==> src/rtl/stage3_packet_head_parse_module.sv <==
// stage3_packet_head_parse_module: parses the 7-byte packet header (SOH, version, 32-bit seq, message count).
// Define PACKET_SEQ_GAP_CHECK_EN to add sequence-discontinuity detection on seq_gap.
`ifndef fast_SOH_data
`define fast_SOH_data 8'h01
`endif
`ifndef fast_Version_Number_data
`define fast_Version_Number_data 8'h01
`endif
module stage3_packet_head_parse_module (
  input  logic        clk,
  input  logic        rst_n,
  input  logic [7:0]  in_data,
  input  logic        in_valid,
  input  logic        in_sop,
  output logic        in_ready,
  output logic [31:0] packet_seq_num_data,
  output logic [7:0]  packet_messages_data,
  output logic        head_valid,
  input  logic        head_ready,
  output logic        head_err,
  output logic        seq_gap
);
  typedef enum logic [2:0] {IDLE, VER, SEQ, MSG, HOLD, DROP} state_t;
  state_t      state_q, state_d;
  logic [1:0]  cnt_q, cnt_d;
  logic [31:0] shift_q, shift_d, seq_q;
  logic [7:0]  msg_q;
  logic        rdy_q, err_q, err_d, acc, load;
  assign acc = in_valid && in_ready;
  always_ff @(posedge clk or negedge rst_n) begin
    if (!rst_n) begin
      state_q <= IDLE;
      cnt_q   <= '0;
      shift_q <= '0;
      seq_q   <= '0;
      msg_q   <= '0;
      err_q   <= 1'b0;
      rdy_q   <= 1'b0;
    end else begin
      state_q <= state_d;
      cnt_q   <= cnt_d;
      shift_q <= shift_d;
      err_q   <= err_d;
      rdy_q   <= 1'b1;
      if (load) begin
        seq_q <= shift_q;
        msg_q <= in_data;
      end
    end
  end
  // A start-of-packet byte restarts parsing from any state that accepts input.
  always_comb begin
    state_d = state_q;
    cnt_d   = cnt_q;
    shift_d = shift_q;
    err_d   = 1'b0;
    load    = 1'b0;
    if (state_q == HOLD) begin
      if (head_ready) state_d = IDLE;
    end else if (acc && in_sop) begin
      err_d   = (in_data != `fast_SOH_data) || (state_q inside {VER, SEQ, MSG});
      state_d = (in_data == `fast_SOH_data) ? VER : DROP;
    end else if (acc) begin
      case (state_q)
        VER: begin
          state_d = (in_data == `fast_Version_Number_data) ? SEQ : DROP;
          err_d   = in_data != `fast_Version_Number_data;
          cnt_d   = '0;
        end
        SEQ: begin
          shift_d = {shift_q[23:0], in_data};
          cnt_d   = cnt_q + 2'd1;
          state_d = (cnt_q == 2'd3) ? MSG : SEQ;
        end
        MSG: begin
          state_d = HOLD;
          load    = 1'b1;
        end
        default: ;
      endcase
    end
  end
  always_comb begin
    in_ready             = rdy_q && (state_q != HOLD);
    head_valid           = state_q == HOLD;
    head_err             = err_q;
    packet_seq_num_data  = seq_q;
    packet_messages_data = msg_q;
  end
`ifdef PACKET_SEQ_GAP_CHECK_EN
  logic [31:0] exp_q;
  logic        seen_q, gap_q;
  always_ff @(posedge clk or negedge rst_n) begin
    if (!rst_n) begin
      exp_q  <= '0;
      seen_q <= 1'b0;
      gap_q  <= 1'b0;
    end else begin
      gap_q <= load && seen_q && (shift_q != exp_q);
      if (load) begin
        exp_q  <= shift_q + {24'd0, in_data};
        seen_q <= 1'b1;
      end
    end
  end
  assign seq_gap = gap_q;
`else
  assign seq_gap = 1'b0;
`endif
endmodule
==> config.mk <==
export PLATFORM = sky130hd
export DESIGN_NAME = stage3_packet_head_parse_module
export DESIGN_NICKNAME = d
export VERILOG_FILES = /design/src/rtl/stage3_packet_head_parse_module.sv
export SDC_FILE = /design/constraint.sdc
export NUM_CORES = 1
export LEC_CHECK = 0
export CELL_PAD_IN_SITES_DETAIL_PLACEMENT = 1
export CELL_PAD_IN_SITES_GLOBAL_PLACEMENT = 1
export CORE_UTILIZATION = 45
export CTS_BUF_LIST = sky130_fd_sc_hd__clkbuf_8
export DETAILED_ROUTE_END_ITERATION = 10
export PLACE_DENSITY_LB_ADDON = 0.1
export SETUP_SLACK_MARGIN = 0.1
export SLEW_MARGIN = 20
export SYNTH_ARGS = -nofsm -noshare
export SYNTH_HDL_FRONTEND = slang
export SYNTH_SLANG_ARGS = --single-unit
==> constraint.sdc <==
create_clock -name clk -period 1.76 [get_ports clk]
set_clock_uncertainty 0.1 [all_clocks]
set_input_delay 0.352 -clock clk [delete_from_list [all_inputs] [get_ports clk]]
set_output_delay 0.352 -clock clk [all_outputs]
set_load 0.01 [all_outputs]
# == Word-level counts from Yosys, hierarchy flattened ==
# Cells that the tools add are included.
# totals
ff_bits,79
in_bits,13
out_inout_bits,44
wordCells,47
# classes
add_sub_neg,1
eq_ne,9
n_mux,17
n_bitwise,2
n_reduce_logical,11
# ops
op,count
two-way mux 3 bit,6
two-way mux 1 bit,9
case mux 3 bit (3 select lines),1
"== test 8 x 1 -> 1 bit, second input constant",1
"inequality test 8 x 1 -> 1 bit, second input constant",1
AND reduction 4 bit,2
"== test 3 x 2 -> 1 bit, second input constant",2
nonzero test 3 bit,2
nonzero test 5 bit,1
case mux 2 bit (2 select lines),1
"== test 3 x 1 -> 1 bit, second input constant",1
"== test 3 bit, second input constant",1
logical AND 1 bit,3
"inequality test 3 bit, second input constant",1
AND reduction 3 bit,1
"adder 2 x 1 -> 2 bit, second input constant",1
"== test 2 bit, second input constant",1
"inequality test 2 x 1 -> 1 bit, second input constant",1
NOT 1 bit,2
nonzero test 2 bit,1
logical OR 1 bit,1

# == Depth between registers and ports, before layout ==
# Gate-level depths: netlist (run 1).
# logic_depth
ltp_word,6
depth_mapped,5
mapped_depth_nobuf,4

# == Worst setup path after synthesis (run 1) ==
# No wires, ideal clock.
# synth_timing
kind,input to register
start,in in_sop
end,reg msg_q[0] (netlist: packet_messages_data[0])
setup_ps,127
arrival_time_ps,1345
required_ps,1533
slack_ps,188
path_stages,5
path_buffers,1
path_cell_list,and4bb_4 -> nand2_4 -> nor2_8 -> buf_6 -> mux2_1
# synth_between
elab_chain_cells,3
# synth_rtl
element,line_no,source
start: declaration,14,"input logic in_sop,"
logical AND 1 bit,60,end else if (acc && in_sop) begin
two-way mux 1 bit,60,
two-way mux 1 bit,58,if (state_q == HOLD) begin
end signal: assignment,47,msg_q <= in_data;
end: declaration,27,logic [7:0] msg_q;
# No other way between the ends.
# A chain may end at the register's enable or synchronous reset.

# == Worst setup path after layout (run 1) ==
# layout_timing
start,reg state_q[2]
end,reg msg_q[4] (netlist: packet_messages_data[4])
# layout_between
elab_chain_cells,6
word_cells_on_any_way,10
classes_between,eq/ne: 3; mux: 4; reduce/logical: 3
# layout_rtl
element,line_no,source
start: declaration,24,"state_t state_q, state_d;"
start signal: assignment,40,state_q <= state_d;
inequality test 3 bit,84,in_ready = rdy_q && (state_q != HOLD);
logical AND 1 bit,84,
logical AND 1 bit,29,assign acc = in_valid && in_ready;
two-way mux 1 bit / logical AND 1 bit (equally long branches),"63, 60",
two-way mux 1 bit,60,
two-way mux 1 bit *,58,
# Mark *: on every way between the ends. The rest lies on a longest branch, timed or not.

==> impl_metrics.py, run 1 <==
metrics = {
    "min_path": {
        "hp-class": "input port to flip-flop",
    },
    "yosys": {
        "synth_top_area_frac": 0.6129,
        "ys_ff_latch": 79,
        "synth_area_per_cell_um2": 15.07,
        "netlist-cell-type-count": 37,
        "ys_top_cells_by_area": "dfrtp_1 61%, mux2_1 15%, mux2_2 10%",
        "synth_top_cell_by_area": "dfrtp_1",
        "syn_inst": 214,
        "ys_seq_area_frac": 0.6129,
        "syn-num-nets": 228,
        "yosysWarnings": 0,
        "synth_area_um2": 3226,
    },
    "layout": {
        "layout_common_cells": "79 x dfrtp_1, 43 x dlygate4sd2_1, 37 x mux2_4, 30 x mux2_2, 22 x buf_4",
        "final_cells": 408,
        "finalInstanceArea_um2": 4622,
        "antenna_cells": 0,
        "finish.utilization": 0.6729,
        "areaGrowthSynthToFinish_pct": 43.29,
        "final_common_cell": "dfrtp_1",
        "final_nets": 321,
        "drive_gt1_frac": 0.4231,
    },
    "detailed_routing": {
        "ant_nets": 0,
        "drt_iter0_drc": 50,
        "wl_per_cell_um": 19.41,
        "via_per_inst": 5.115,
        "vias": 2087,
        "drt_first_pass_iters": 4,
        "drc": 0,
        "wl_um": 7920,
    },
    "floorplan": {
        "start_util": 0.4696,
        "dieArea_um2": 7511,
        "die_x_um": 86.67,
        "num_rows": 30,
        "core-area_um2": 6869,
        "ios": 57,
        "die_h_um": 86.67,
    },
    "outcome": {
        "outcome": "finished with violations",
        "failed_checks": "negative setup slack",
    },
    "critical_path": {
        "cp_data_required_time_ns": 1.88,
        "crit_path_start_kind": "flip-flop",
        "end_kind": "flip-flop",
        "path_class": "flip-flop to flip-flop",
        "crit_fanout": 8,
        "cp.arrival_ns": 1.89,
    },
    "grt": {
        "grt_pass1_vias": 2223,
        "grt_usage": 0.2046,
        "grt_pass1_wl_um": 11410,
        "gr-total-overflow": 0,
        "antenna_found_initial": 0,
        "grt_max_degree": 33,
    },
    "clock_tree": {
        "cts_tree": "yes",
        "clock_latency_ns": 0.33,
        "cts_buffer_depth": 2,
        "htreeDepth": 3,
        "root_buffer": "clkbuf_8",
        "numCtsBuffers": 9,
        "clkTransAtPathRegs_ns": 0.08,
        "cts.sinks": 79,
    },
    "place": {
        "dp.cells": 380,
        "dpl.hpwl_um": 4514,
        "io_buffers": 55,
        "placed_area_um2": 4074,
        "gp_congestion": 0.8742,
    },
    "sta": {
        "rsz0062_at_grt": "yes",
        "max_freq_mhz": 565.7,
        "period_share": 1.004,
        "min_period_ns": 1.768,
        "setup-tns-final_ns": -0.02554,
        "hold_violations": 0,
        "setup_viol": 5,
        "setup_ws_ns": -0.007690,
        "slew_violations": 0,
    },
    "pwr": {
        "ir_drop_uv": 447.3,
        "power.density_nw_per_um2": 870.3,
        "p_leak_uw": 0.002475,
    },
    "job": {
        "cap_violations": 0,
    },
}
==> area by class of cell <==
type	instances	area, µm²
timing repair buffer	92	970.9
fill	641	2247
inverter	2	7.507
clock buffer	10	137.6
sequential	79	1977
clock inverter	6	85.08
tap	96	120.1
multi-input combinational	123	1324
==> repair_timing <==
| action | CTS | global route |
|---|---|---|
| hold buffers | 1 | 0 |
| gates cloned | 2 | 3 |
| endpoints found under the setup margin | 116 | 58 |
| pin swaps | 0 | 6 |
| setup buffers | 3 | 3 |
| hold endpoints to repair | 30 | 0 |
| gates resized for setup | 65 | 39 |
==> cell families (layout without fill, tap and decap cells) <==
kind of cell / count (synthesis) / count (layout) / synth area share
simple gates: 28 / 28 / 0.05392
other cells: 2 / 2 / 0.002328
fa+ha+maj: 2 / 2 / 0.006982
compound gates: 18 / 18 / 0.03763
buf+inv: 12 / 110 / 0.03181
flops: 79 / 79 / 0.6129
mux: 73 / 73 / 0.2545
==> synth_stat cells, drive strengths merged <==
cell type  number
o21a            1
mux2           72
and2            1
buf             9
nor4b           1
a211oi          1
a22o            1
nor2b           2
a21bo           1
conb            2
and4bb          1
maj3            1
clkbuf          1
or3             1
nand3           3
and3            2
dfrtp          79
nor4            1
mux2i           1
nor3            3
o2111ai         1
a32oi           1
o21ai           5
nand2           8
inv             2
a221oi          1
ha              1
a41oi           1
a21oi           3
a31oi           2
nor2            5
==> per-layer routing <==
metal	track usage	vias to the layer above	part of all wire	routed length (µm)
met5	0	-	0	0
met4	0.05909	0	0.0047	37
met3	0.05048	2	0.029	229
met2	0.3420	46	0.53	4202
met1	0.2654	1088	0.44	3451
li1	-	951	-	-
==> worst max-delay path, stage by stage (launching register included) <==
cell and delay (ns):
dfrtp_1 0.39, and4bb_4 0.36, nand2_4 0.07, nor2_8 0.14
buf_6 0.13, clkbuf_16 0.16, mux2_4 0.30
==> per-stage QoR <==
| stage | power (µW) | setup slack [ns] | hold slack [ns] |
|---|---|---|---|
| 6_report | 4023 | -0.007690 | 0.2728 |
| 5_1_grt | 4202 | -0.04962 | 0.2595 |
| 4_1_cts | 4007 | 0.002892 | 0.3860 |
| 3_5_place_dp | 2530 | -0.3599 | 0.2260 |
| 3_3_place_gp | 2514 | -0.3106 | 0.2241 |
| 2_1_floorplan | 2229 | 0.1877 | -0.04359 |
==> power by group <==
| group | internal [µW] | total (µW) | switching (µW) |
|---|---|---|---|
| Sequential | 1880 | 1930 | 51.2 |
| Combinational | 272 | 604 | 333 |
| Clock | 833 | 1480 | 651 |
| Total | 2990 | 4020 | 1030 |
==> registers in the layout (all words and copies together), names as in the netlist <==
register	cells
state_q	3
packet_messages_data	8
packet_seq_num_data	32
shift_q	32
cnt_q	2
rdy_q	1
head_err	1
==> worst paths after layout <==
path / from / to / slack [ns] / cells past startpoint
max in group asynchronous: rst_n / packet_seq_num_data[21]$_DFFE_PN0P_ / 0.66 / 3
min in group asynchronous: rst_n / shift_q[4]$_DFFE_PN0P_ / 0.41 / 2
hold reg to reg: packet_seq_num_data[22]$_DFFE_PN0P_ / packet_seq_num_data[22]$_DFFE_PN0P_ / 0.39 / 1
setup reg to reg: state_q[2]$_DFFE_PN0P_ / packet_messages_data[4]$_DFFE_PN0P_ / -0.008 / 6
setup / recovery: state_q[2]$_DFFE_PN0P_ / packet_messages_data[4]$_DFFE_PN0P_ / -0.008 / 6
hold / removal: in_data[6] / packet_messages_data[6]$_DFFE_PN0P_ / 0.27 / 2
(Power assumes the default switching activity.)
==> inputs of run 2 (changes only) <==
HOLD_SLACK_MARGIN = 0.05   (was default)
==> results of run 2 <==
Same layout as run 1: the final DEF is identical, and so are final timing and power.
